## config.mk

```make
export PLATFORM = sky130hd
export DESIGN_NAME = ssd_scan_ctrl
export DESIGN_NICKNAME = d
export VERILOG_FILES = /design/src/rtl/ssd_scan_ctrl.sv
export SDC_FILE = /design/constraint.sdc
export NUM_CORES = 1
export LEC_CHECK = 0
export ABC_AREA = 1
export BUFFER_PORTS_ARGS = -buffer_cell sky130_fd_sc_hd__buf_2
export CAP_MARGIN = 20
export CORE_MARGIN = 1
export CORE_UTILIZATION = 30
export DETAILED_ROUTE_END_ITERATION = 8
export GPL_TIMING_DRIVEN = 0
export PLACE_DENSITY = 0.58
export SYNTH_ARGS = -nofsm -noshare
export SYNTH_HDL_FRONTEND = slang
export SYNTH_SLANG_ARGS = --single-unit
```

## constraint.sdc

```tcl
create_clock -name clk -period 1.7 [get_ports clk]
set_clock_uncertainty 0.05 [all_clocks]
set_input_delay 0.34 -clock clk [delete_from_list [all_inputs] [get_ports clk]]
set_output_delay 0.34 -clock clk [all_outputs]
set_load 0.02 [all_outputs]
```

## src/rtl/ssd_scan_ctrl.sv

```systemverilog
// ssd_scan_ctrl: 4-digit seven-segment scan controller with frame-boundary double buffering.
// Define SSD_LZB_EN to enable leading-zero blanking.
module ssd_scan_ctrl #(
    parameter int SCAN_DIV  = 50000,
    parameter int BLANK_CYC = 1024
) (
    input  logic        clk,
    input  logic        rst_n,
    input  logic        ld,
    input  logic [15:0] val,
    input  logic        on,
    output logic        pend,
    output logic [1:0]  tr,
    output logic [3:0]  digit,
    output logic        en
);
    localparam int CW = $clog2(SCAN_DIV);
    localparam logic [CW-1:0] LAST = CW'(SCAN_DIV - 1);
    localparam logic [CW-1:0] BLK  = CW'(BLANK_CYC);

    logic [CW-1:0] cnt, cnt_nx;
    logic [1:0]    tr_nx;
    logic [15:0]   shadow, disp, disp_nx;
    logic          wrap, frame, blank;

    always_comb begin
        wrap    = cnt == LAST;
        frame   = wrap && tr == 2'd3;
        cnt_nx  = wrap ? '0 : cnt + CW'(1);
        tr_nx   = wrap ? tr + 2'd1 : tr;
        // a load on the boundary edge bypasses the shadow and lands directly
        disp_nx = !frame ? disp : ld ? val : pend ? shadow : disp;
`ifdef SSD_LZB_EN
        blank   = tr_nx == 2'd3 ? disp_nx[15:12] == 4'd0 :
                  tr_nx == 2'd2 ? disp_nx[15:8] == 8'd0 :
                  tr_nx == 2'd1 ? disp_nx[15:4] == 12'd0 : 1'b0;
`else
        blank   = 1'b0;
`endif
    end

    always_ff @(posedge clk or negedge rst_n) begin
        if (!rst_n) begin
            cnt    <= '0;
            tr     <= '0;
            shadow <= '0;
            disp   <= '0;
            pend   <= 1'b0;
            digit  <= '0;
            en     <= 1'b0;
        end else begin
            cnt    <= cnt_nx;
            tr     <= tr_nx;
            disp   <= disp_nx;
            if (ld) shadow <= val;
            pend   <= frame ? 1'b0 : (pend | ld);
            digit  <= disp_nx[{tr_nx, 2'b00} +: 4];
            en     <= on && cnt_nx >= BLK && !blank;
        end
    end
endmodule

```

# Word level (Yosys, flattened, before mapping)
# Index checks and enable logic that the tools add are counted.
[totals]
register_bits = 56
[classes]
addsub = 2
n_bitwise = 1
muxes = 6
reduce_logical = 2
magnitude_cmp = 1
eq_ne = 2
shifts = 1
[op_table]
columns = ["op", "n"]
rows = [
  ["$mux W16", 4],
  ["$add A16 B1 Y16 const B", 1],
  ["$eq A16 B16 Y1 const B", 1],
  ["$ge A16 B11 Y1 const B", 1],
  ["$shiftx A16 B5 Y4", 1],
  ["$add A2 B1 Y2 const B", 1],
  ["$eq A2 B2 Y1 const B", 1],
  ["$logic_and A1 B1 Y1", 2],
  ["$mux W2", 1],
  ["$mux W1", 1],
  ["$or A1 B1 Y1", 1],
]

# Logic depth before layout (Yosys ltp)
# Gate-level depths: netlist of the first run.
[depth]
depth_word = 4
ltp_mapped = 11
depth_no_buf = 10

# Worst setup path after synthesis of the first run
# Ideal clock, no wire load.
[synth_path]
path_type = "flip-flop to flip-flop"
start = "reg cnt[0]"
end = "reg digit[3]"
path_stages_with_launch = 11
setup_time_ps = 118
t_required_ps = 1532
setup_slack_ps = 117
arrival_ps = 1415
period_less_slack_ps = 1583
path_cell_list = "dfrtp_1 > ha_1 > nand3_2 > inv_2 > nand2_1 > nor2_4 > nand2_1 > nand2_2 > nand3_1 > nand3_1 > nand2_1"
[synth_via]
elab_cells_between_ends = 5
cone_classes = "eq/ne (1); shift (1); mux (2); reduce/logical (1)"
[synth_rtl]
columns = ["element", "line", "rtl"]
rows = [
  ["start: declaration", "21", "logic [CW-1:0] cnt, cnt_nx;"],
  ["start signal: assignment", "52", "cnt <= cnt_nx;"],
  ["$eq A16 B16 Y1", "27", "wrap = cnt == LAST;"],
  ["$mux W2", "30", "tr_nx = wrap ? tr + 2'd1 : tr;"],
  ["via tr_nx[0]", "22", "logic [1:0] tr_nx;"],
  ["$shiftx A16 B5 Y4", "57", "digit <= disp_nx[{tr_nx, 2'b00} +: 4];"],
  ["end signal: assignment", "57", ""],
  ["end: declaration", "14", "output logic [3:0] digit,"],
]
# The timed path passes the listed nets, and every way through them passes these cells.
# A chain may end at the register's enable or synchronous reset.

# Final worst setup path of the first run
[layout_path]
start = "reg cnt[1]"
end = "reg digit[1]"
[layout_via]
elab_chain_len = 4
elab_cells_between_ends = 5
cone_classes = "eq/ne (1); shift (1); mux (2); reduce/logical (1)"
[layout_rtl]
columns = ["element", "line", "rtl"]
rows = [
  ["$eq A16 B16 Y1 (*)", "27", ""],
  ["$logic_and A1 B1 Y1", "28", "frame = wrap && tr == 2'd3;"],
  ["$mux W16", "32", "disp_nx = !frame ? disp : ld ? val : pend ? shadow : disp;"],
  ["$shiftx A16 B5 Y4 (*)", "57", ""],
]
# Mark *: on every way between the ends. The rest lies on a longest branch, timed or not.

==> impl_metrics.py, run 1 <==
metrics = {
    "yosys": {
        "synth_seq_area_share": 0.460,
        "postSynthCellCount": 415,
        "synth_compound_area_frac": 0.0538,
        "syn_nets": 438,
        "synth_edf_count": 0,
        "yosys.area_share.simple": 0.388,
        "synthAdderAreaFrac": 0.0123,
        "ys_async_sr_fraction": 1.00,
        "synth_cell_types": 27,
        "ys.flop_type": "dfrtp_1",
        "ys_top_cells_by_count": "nand2_1, dfrtp_1, nand3_1, inv_1, nor2_1",
        "post-synth-top-count-cell": "nand2_1",
        "synthTopCellsByArea": "dfrtp_1, nand2_1, nand3_1, inv_1, o21ai_0",
        "synth_xor_area_frac": 0.00575,
        "yosysTopAreaCell": "dfrtp_1",
        "synth_area_per_cell_sq_um": 7.34,
        "synth_top_area_frac": 0.460,
        "synth-seq-cells": 56,
        "yosysWarningCount": 0,
        "synth_area_sq_um": 3050,
        "synth_top_family_by_area": "simple AND/OR/NAND/NOR gates",
        "synth_mux_area_frac": 0,
    },
    "global_route": {
        "grt_first_pass_wirelength_mm": 12.6,
        "gr-total-overflow": 0,
        "grt_antenna_before_repair": 0,
        "grt_max_degree": 37,
        "grt_usage": 0.155,
        "grt_pass1_vias": 2650,
    },
    "floorplan": {
        "die_w_microns": 103,
        "dieArea_sq_um": 10600,
        "core.rowCount": 36,
        "io_pins": 28,
        "start_util": 0.310,
        "dieHeight_microns": 103,
        "core_area_sq_um": 9820,
    },
    "power_and_ir_drop": {
        "internal-power_uw": 1760,
        "pwr-share-clk": 0.333,
        "p_switching_uw": 571,
        "p_seq_frac": 0.592,
        "power_density_nw_per_um2": 609,
        "p_leak_uw": 0.00204,
        "ir_worst_vdd_uv": 319,
        "power.switching_fraction": 0.245,
        "comb_power_share": 0.075,
        "p_total_uw": 2330,
    },
    "route": {
        "met1Wirelength_mm": 3.69,
        "top_layer": "met4",
        "drt_iter0_markers": 137,
        "met3WireLength_microns": 285,
        "vias": 2756,
        "drc": 0,
        "vias_per_cell": 4.56,
        "firstDrtPassIters": 4,
        "met2_length_mm": 3.60,
        "postRouteAntennaNets": 0,
        "wl_mm": 7.64,
        "wl_per_cell_microns": 12.6,
    },
    "setup_path": {
        "crit_type": "reg -> reg",
        "worstPathArrival_ns": 1.85,
        "end_kind": "flip-flop",
        "cp_slowest_stage_delay_ns": 0.41,
        "worstPathRequired_ns": 1.85,
        "critical_path_buf_inv_count": 3,
        "cp_max_fo": 8,
        "setup.worst_path.start_class": "flip-flop",
        "critPathTopFamily": "simple AND/OR/NAND/NOR gates",
        "path_cells": "ha_4 > nand3_4 > inv_4 > nand2_4 > inv_4 > nand3_4 > buf_6 > nand2_2 > nand3_2 > nand3_2 > nand2_1",
        "cp_slowest_cell": "dfrtp_1",
    },
    "cts": {
        "h-tree-depth": 2,
        "clk_latency_ns": 0.31,
        "root_buffer": "clkbuf_8",
        "cts_buffer_depth": 2,
        "clock_sinks": 56,
        "cts_tree": "yes",
        "cts.clk_slew.worst_paths_ns": 0.10,
        "cts_buffers": 5,
    },
    "layout": {
        "final_nets": 494,
        "finalNonFillerCells": 605,
        "n_antenna_cell": 0,
        "finalInstanceArea_sq_um": 3830,
        "drive_gt1_frac": 0.275,
        "area_growth_pct": 25.7,
    },
    "placed_design": {
        "dpl.hpwl_mm": 5.22,
        "placed_area_sq_um": 3370,
        "dp.cells": 576,
        "gp_congestion": 0.800,
        "numPortBuffers": 27,
    },
    "worst_hold_path": {
        "hold_path.class": "in -> reg",
    },
    "sta": {
        "rsz0062_at_grt": "yes",
        "setup_viol": 0,
        "period_share": 0.997,
        "setup_tns_ns": 0,
        "worst_slew_pin_slew_ns": 0.594,
        "slew_violations": 0,
        "slew-limit-headroom": 0.604,
        "hold_viol": 0,
        "clock.fmax_ghz": 0.590,
        "finalCriticalPeriod_ns": 1.69,
    },
    "outcome": {
        "status": "completed",
    },
    "run": {
        "drv_cap": 0,
    },
}
metal layers:
layer | vias to the layer above | global-route usage
li1 | 1408 | -
met1 | 1294 | 0.206
met2 | 48 | 0.264
met3 | 6 | 0.0244
met4 | 0 | 0.0368
met5 | - | 0
power by group through the flow:
stage / Clock [uW] / Sequential, uW / Combinational (uW)
3_3_place_gp: 0 / 1410 / 168
4_1_cts: 806 / 1380 / 179
5_1_grt: 850 / 1380 / 205
6_report: 776 / 1380 / 175
2_1_floorplan: 0 / 1400 / 96.9
3_5_place_dp: 0 / 1410 / 176
worst register-to-register path: stages, from the launching register on:
cell     delay [ns]
dfrtp_1        0.41
ha_4           0.17
nand3_4        0.11
inv_4          0.10
nand2_4        0.07
inv_4          0.06
nand3_4        0.12
buf_6          0.19
nand2_2        0.07
nand3_2        0.08
nand3_2        0.08
nand2_1        0.07
final timing paths:
check                      startpoint        end  slack [ns]  depth (start not counted)
max                            cnt[1]   digit[1]       0.006                         11
min                                on         en        0.18                          3
max reg2reg                    cnt[1]   digit[1]       0.006                         11
min reg2reg                 shadow[1]  shadow[1]        0.43                          2
max in group asynchronous       rst_n     cnt[4]        0.53                          3
min in group asynchronous       rst_n    cnt[15]        0.48                          2
cell type report:
type	instances	area [sq um]
fillers	1096	5990
multi-input cells	301	1560
flip-flops and latches	56	1410
repair buffers	49	344
inverters	46	180
well taps	133	166
clock buffers	7	86.3
plain buffers	12	73.8
clock inverters	1	7.51
state kept, by name, indices dropped and copies added, names as in the netlist:
name and flops:
cnt 16, digit 4, disp 16, en 1, pend 1, shadow 16, tr 2
cell usage in the layout, fill, tap and decap left out:
cell type      count
dfrtp_1           53
inv_2              7
o21ai_0           20
o21ai_4            1
clkbuf_8           6
inv_4              3
nor2_4             5
clkbuf_16          1
nand3_2           17
buf_2             29
nand2_4            5
nor2_1            23
nand2_1          154
buf_8              1
xnor2_1            1
nand3_4            2
buf_1              2
ha_1               1
buf_12             1
inv_1             36
buf_6              4
o21ai_1            1
dfrtp_2            3
a21oi_1            7
clkbuf_1           3
nand2_2           18
clkinvlp_4         1
dlygate4sd3_1      1
xor2_1             1
nand3_1           34
clkbuf_2           3
ha_2               1
nand4_1            3
nor2_2             3
nor2_8             1
ha_4               1
o21bai_1           2
buf_4             17
what timing repair did:
| action | CTS | global route |
|---|---|---|
| endpoints found under the setup margin | 6 | 6 |
| pin swaps | 2 | 14 |
| setup buffers | 6 | 12 |
| endpoints found under the hold margin | 20 | 0 |
| hold buffers | 1 | 0 |
| gates resized for setup | 12 | 51 |
| cloned | 1 | 1 |
cells by family after synthesis:
group,count (synthesis)
compound gates,31
fa+ha+maj,3
xor+xnor,2
simple gates,265
flops,56
buf+inv,58
stage by stage:
step	utilization	hold slack (ns)	setup slack (ns)
after detailed placement	0.343	0.306	-0.236
after global placement	0.341	0.404	-0.205
after global routing	0.390	0.183	-0.0838
after CTS	0.363	0.172	-0.00415
final	0.390	0.176	0.00564
after floorplan	-	-0.00559	0.117
No activity file was read; power rests on OpenSTA's default activity.
==> run 2, diff against run 1 <==
--- a/config.mk
+++ b/config.mk
@@ -8,11 +8,11 @@
 export ABC_AREA = 1
 export BUFFER_PORTS_ARGS = -buffer_cell sky130_fd_sc_hd__buf_2
 export CAP_MARGIN = 20
-export CORE_MARGIN = 1
-export CORE_UTILIZATION = 30
+export CORE_MARGIN = 3
+export CORE_UTILIZATION = 44
 export DETAILED_ROUTE_END_ITERATION = 8
 export GPL_TIMING_DRIVEN = 0
-export PLACE_DENSITY = 0.58
+export PLACE_DENSITY = 0.74
 export SYNTH_ARGS = -nofsm -noshare
 export SYNTH_HDL_FRONTEND = slang
 export SYNTH_SLANG_ARGS = --single-unit
==> run 2 against run 1 <==
  * The run now ends with setup timing left
  * Utilization grew 22 points
  * Die area decreased by 25%
  * Final area up 3.3%
  * Hold slack worse by 0.014 ns
  * Clock-buffer cell count did not move
  * Total power decreased by 0.81%
  * First-iteration DRC count increased by 0.73%
  * Register-to-register slack got worse by 0.02 ns
  * Sequential share of layout area decreased by 1.2 points
  * Highest routed layer unchanged
==> impl_metrics.py, run 2 (synthesized netlist as in run 1, its figures left out) <==
metrics = {
    "outcome": {
        "status": "complete, but fails checks",
        "violations": "setup timing",
    },
    "setup_path": {
        "cp_max_fo": 6,
        "path_cells": "ha_4 > nand3_4 > inv_6 > nand2_8 > inv_4 > nand3_4 > buf_8 > nand2_4 > nand3_2 > nand3_2 > nand2_2",
        "worstPathRequired_ns": 1.87,
        "cp_slowest_stage_delay_ns": 0.42,
        "cp_slowest_cell": "dfrtp_1",
        "regToRegEndpoint": "digit[2]",
        "r2r.worst_path.cells": 11,
        "crit_type": "reg -> reg",
        "end_kind": "flip-flop",
        "worstPathArrival_ns": 1.89,
        "r2r_start": "cnt[1]",
        "setup.worst_path.start_class": "flip-flop",
        "r2r_slack_ns": -0.02,
    },
    "power_and_ir_drop": {
        "power_density_nw_per_um2": 585,
        "comb_power_share": 0.077,
        "pwr-share-clk": 0.326,
        "p_leak_uw": 0.00209,
        "p_seq_frac": 0.597,
        "power.switching_fraction": 0.254,
        "ir_worst_vdd_uv": 490,
        "p_total_uw": 2310,
        "p_switching_uw": 588,
        "internal-power_uw": 1720,
    },
    "cts": {
        "root_buffer": "clkbuf_8",
        "cts.clk_slew.worst_paths_ns": 0.10,
        "clk_latency_ns": 0.32,
        "cts_buffers": 5,
        "clock_sinks": 56,
        "cts_buffer_depth": 2,
        "cts_tree": "yes",
        "h-tree-depth": 2,
    },
    "sta": {
        "hold_slack_ns": 0.162,
        "slew_violations": 0,
        "finalCriticalPeriod_ns": 1.72,
        "setup_viol": 2,
        "hold_viol": 0,
        "setup_tns_ns": -0.0194,
        "fin_ws_ns": -0.0167,
        "slew-limit-headroom": 0.634,
        "period_share": 1.01,
        "worst_slew_pin_slew_ns": 0.548,
        "rsz0062_at_grt": "yes",
        "clock.fmax_ghz": 0.583,
    },
    "route": {
        "vias": 2863,
        "vias_per_cell": 5.19,
        "drc": 0,
        "postRouteAntennaNets": 0,
        "firstDrtPassIters": 5,
        "drt_iter0_markers": 138,
        "wl_per_cell_microns": 14.2,
        "wl_mm": 7.82,
    },
    "worst_hold_path": {
        "min_to": "en",
        "min-delay-start": "on",
        "hold_path.class": "in -> reg",
        "holdPathStages": 3,
    },
    "floorplan": {
        "io_pins": 28,
        "die_w_microns": 89.2,
        "dieArea_sq_um": 7960,
        "core.rowCount": 29,
        "dieHeight_microns": 89.2,
        "core_area_sq_um": 6530,
        "start_util": 0.466,
    },
    "run": {
        "drv_cap": 0,
    },
    "layout": {
        "drive_gt1_frac": 0.318,
        "regArea_sq_um": 1410,
        "finalNonFillerCells": 552,
        "reg_top3": "cnt: 16 flops, disp: 16 flops, shadow: 16 flops",
        "multi_input_area_sq_um": 1740,
        "nFillCells": 532,
        "layout_common_cells": "nand2_1, dfrtp_1, inv_1",
        "n_antenna_cell": 0,
        "final_common_cell": "nand2_1",
        "area_growth_pct": 29.8,
        "final_nets": 497,
    },
    "global_route": {
        "grt_pass1_vias": 2559,
        "gr-total-overflow": 0,
        "grt_usage": 0.188,
        "grt_antenna_before_repair": 0,
        "grt_first_pass_wirelength_mm": 11.7,
        "grt_max_degree": 39,
    },
    "placed_design": {
        "numPortBuffers": 27,
        "gp_congestion": 0.852,
        "dp.cells": 520,
        "pre_cts_slack_ns": -0.187,
        "dpl.hpwl_mm": 4.94,
    },
}
-- run 2: cell count changes in the layout (fill, tap and decap cells not counted), moves of 2 or more --
cell     before  now
inv_4         3    1
nand2_1     154  149
nand3_2      17   28
nand2_4       5   11
nor2_2        3    1
nor2_4        5    8
nand3_1      34   20
nand3_4       2    5
-- run 2: power by group through the flow --
stage | Sequential, uW | Combinational, uW | Clock, uW
finish | 1380 | 177 | 755
detailed placement | 1410 | 174 | 0
global placement | 1410 | 164 | 0
floorplan | 1400 | 96.9 | 0
global route | 1390 | 205 | 821
CTS | 1380 | 178 | 756
-- run 2: critical path, delay by kind of cell (launching register included) --
| kind | cells | cell delay (ns) |
|---|---|---|
| adders and majority gates | 1 | 0.17 |
| buffers and inverters | 3 | 0.36 |
| DFF | 1 | 0.42 |
| and+or+nand+nor | 7 | 0.61 |
-- run 2: routing by layer --
layer	share of wire	global-route usage	routed length, microns	up-vias
li1	-	-	-	1419
met1	0.44	0.254	3460	1354
met3	0.045	0.0304	352	16
met4	0.022	0.0541	172	0
met5	0	0	0	-
met2	0.49	0.314	3840	74
-- run 2: what timing repair did --
item | in CTS | in global routing
setup endpoints to repair | 5 | 5
pin swaps | 3 | 20
endpoints found under the hold margin | 18 | 0
buffers inserted | 4 | 15
hold buffers | 1 | 0
gates resized for setup | 10 | 89
cloned | 1 | 3
-- run 2: layout make-up --
cell class | count | area share
multi-input cells | 303 | 0.440
inverters | 46 | 0.0456
flip-flops and latches | 56 | 0.355
clock inverters | 1 | 0.00222
well taps | 77 | 0.0244
plain buffers | 12 | 0.0196
clock buffers | 7 | 0.0193
repair buffers | 50 | 0.0931
-- run 2: how the worst max path moves through the flow --
stage          startpoint        to  depth (start not counted)
2_1_floorplan      cnt[0]  digit[3]                         10
3_3_place_gp       cnt[0]  digit[3]                         10
3_5_place_dp       cnt[0]  digit[2]                         10
4_1_cts           cnt[13]  digit[0]                         10
5_1_grt           cnt[10]  digit[2]                         10
6_report           cnt[1]  digit[2]                         11
-- run 2: metrics by stage --
stage | cell area [sq um] | util
after floorplan | 3050 | -
after global placement | 3280 | 0.502
after detailed placement | 3300 | 0.505
after CTS | 3460 | 0.530
after global routing | 3950 | 0.605
final | 3950 | 0.605
==> run 3, diff against run 2 <==
--- a/config.mk
+++ b/config.mk
@@ -13,6 +13,7 @@
 export DETAILED_ROUTE_END_ITERATION = 8
 export GPL_TIMING_DRIVEN = 0
 export PLACE_DENSITY = 0.74
+export SETUP_SLACK_MARGIN = 0.05
 export SYNTH_ARGS = -nofsm -noshare
 export SYNTH_HDL_FRONTEND = slang
 export SYNTH_SLANG_ARGS = --single-unit
==> run 3 against run 2 <==
  * Setup slack worse by 0.046 ns
  * Via count down 0.77%
  * Highest routed layer unchanged
  * Critical path type unchanged
  * First-iteration DRC count is 20% higher
  * Flip-flop and latch count stayed put
  * Sequential share of layout area is 1.1 points higher
  * Non-clock buffer count down 4
  * Hold slack improved by 0.0075 ns
  * Routed wire length is 2.5% lower
  * Total power is 0.25% lower
  * Clock power decreased by 0.7%
  * The run still ends with setup timing left
  * Clock-buffer cell count unchanged
==> impl_metrics.py, run 3 (synthesized netlist as in run 1, its figures left out) <==
metrics = {
    "power_and_ir_drop": {
        "p_leak_uw": 0.00204,
        "ir_worst_vdd_uv": 484,
        "p_total_uw": 2310,
        "power_density_nw_per_um2": 602,
    },
    "layout": {
        "multi_input_area_sq_um": 1670,
        "reg_top3": "cnt: 16 flops, disp: 16 flops, shadow: 16 flops",
        "layout_common_cells": "nand2_1, dfrtp_1, inv_1",
        "fin_util": 0.587,
        "area_growth_pct": 25.9,
        "drive_gt1_frac": 0.291,
        "n_antenna_cell": 0,
        "final_nets": 493,
        "final_common_cell": "nand2_1",
        "nFillCells": 558,
        "regArea_sq_um": 1400,
        "finalInstanceArea_sq_um": 3830,
    },
    "cts": {
        "clk_latency_ns": 0.31,
        "cts.clk_slew.worst_paths_ns": 0.10,
        "clock_sinks": 56,
        "cts_buffer_depth": 2,
        "root_buffer": "clkbuf_8",
        "h-tree-depth": 2,
        "cts_tree": "yes",
        "cts_buffers": 5,
    },
    "sta": {
        "setup_tns_ns": -0.158,
        "fin_ws_ns": -0.0622,
        "finalCriticalPeriod_ns": 1.76,
        "setup_viol": 4,
        "slew_violations": 0,
        "slew-limit-headroom": 0.623,
        "rsz0062_at_grt": "yes",
        "worst_slew_pin_slew_ns": 0.565,
        "period_share": 1.04,
        "hold_viol": 0,
        "clock.fmax_ghz": 0.567,
    },
    "setup_path": {
        "worstPathRequired_ns": 1.86,
        "path_common_cell": "nand2_2",
        "path_cells": "nor2_1 > nand2_1 > nor2_2 > nand3_4 > buf_6 > nand2_2 > nand3_2 > nand3_1 > nand2_2",
        "crit_type": "reg -> reg",
        "end_kind": "flip-flop",
        "setup.worst_path.start_class": "flip-flop",
        "cp_max_fo": 6,
        "worstPathArrival_ns": 1.92,
        "cp_slowest_cell": "dfrtp_1",
        "cp_slowest_stage_delay_ns": 0.44,
        "r2r_slack_ns": -0.06,
    },
    "route": {
        "drc": 0,
        "vias": 2841,
        "vias_per_cell": 5.18,
        "firstDrtPassIters": 5,
        "wl_mm": 7.62,
        "wl_per_cell_microns": 13.9,
        "drt_iter0_markers": 166,
        "postRouteAntennaNets": 0,
    },
    "floorplan": {
        "dieArea_sq_um": 7960,
        "core.rowCount": 29,
        "io_pins": 28,
        "dieHeight_microns": 89.2,
        "core_area_sq_um": 6530,
        "die_w_microns": 89.2,
        "start_util": 0.466,
    },
    "placed_design": {
        "gp_congestion": 0.852,
        "dpl.hpwl_mm": 4.94,
        "pre_cts_slack_ns": -0.187,
        "numPortBuffers": 27,
        "placed_area_sq_um": 3300,
    },
    "global_route": {
        "grt_max_degree": 39,
        "gr-total-overflow": 0,
        "grt_usage": 0.194,
        "grt_antenna_before_repair": 0,
        "grt_first_pass_wirelength_mm": 12.0,
        "grt_pass1_vias": 2643,
    },
    "run": {
        "drv_cap": 0,
    },
    "outcome": {
        "status": "complete, but fails checks",
        "violations": "setup timing",
    },
    "worst_hold_path": {
        "hold_path.class": "in -> reg",
    },
}
[run 3: cell count changes in the layout (fill, tap and decap cells not counted), sizes merged]
cell / change
buf: -4
[run 3: final timing paths]
| path | startpoint | end | cells after the start |
|---|---|---|---|
| min in group asynchronous | rst_n | cnt[6] | 2 |
| max reg2reg | cnt[10] | digit[2] | 9 |
| max | cnt[10] | digit[2] | 9 |
| min | on | en | 3 |
| max in group asynchronous | rst_n | tr[0] | 3 |
| min reg2reg | shadow[10] | shadow[10] | 2 |
[run 3: metal layers]
layer / track usage / vias up / share of wire
met5: 0 / - / 0
met4: 0.0731 / 0 / 0.024
met3: 0.0378 / 21 / 0.060
met2: 0.319 / 82 / 0.49
met1: 0.253 / 1323 / 0.43
li1: - / 1415 / -
[run 3: through the flow]
stage / hold slack, ns / std cells
2_1_floorplan: -0.00559 / 415
4_1_cts: 0.170 / 534
5_1_grt: 0.182 / 548
6_report: 0.170 / 548
3_5_place_dp: 0.272 / 520
3_3_place_gp: 0.405 / 519
[run 3: repair_timing]
action | CTS | global route
resized for setup | 32 | 44
endpoints found under the setup margin | 6 | 5
buffers inserted | 4 | 11
hold endpoints to repair | 18 | 0
hold buffers | 1 | 0
gates cloned | 1 | 3
pin swaps | 9 | 19
[run 3: power breakdown]
part / switching [uW] / internal, uW / leakage, uW
registers: 16.1 / 1360 / 0.000629
logic: 113 / 63.7 / 0.00137
clock network: 453 / 296 / 0.0000424
[run 3: worst max-delay path, delay by kind of cell (launching register included)]
kind                   cells  cell delay [ns]
buffers and inverters      1             0.17
flip-flops                 1             0.44
AND/OR/NAND/NOR            8             1.00
[run 3: final cells by class]
cell class	count	share of cell area
multi-input combinational	303	0.435
sequential	56	0.366
timing repair buffer	46	0.0849
inverter	46	0.0470
tap	77	0.0251
clock buffer	7	0.0199
buffer	12	0.0193
clock inverter	1	0.00228
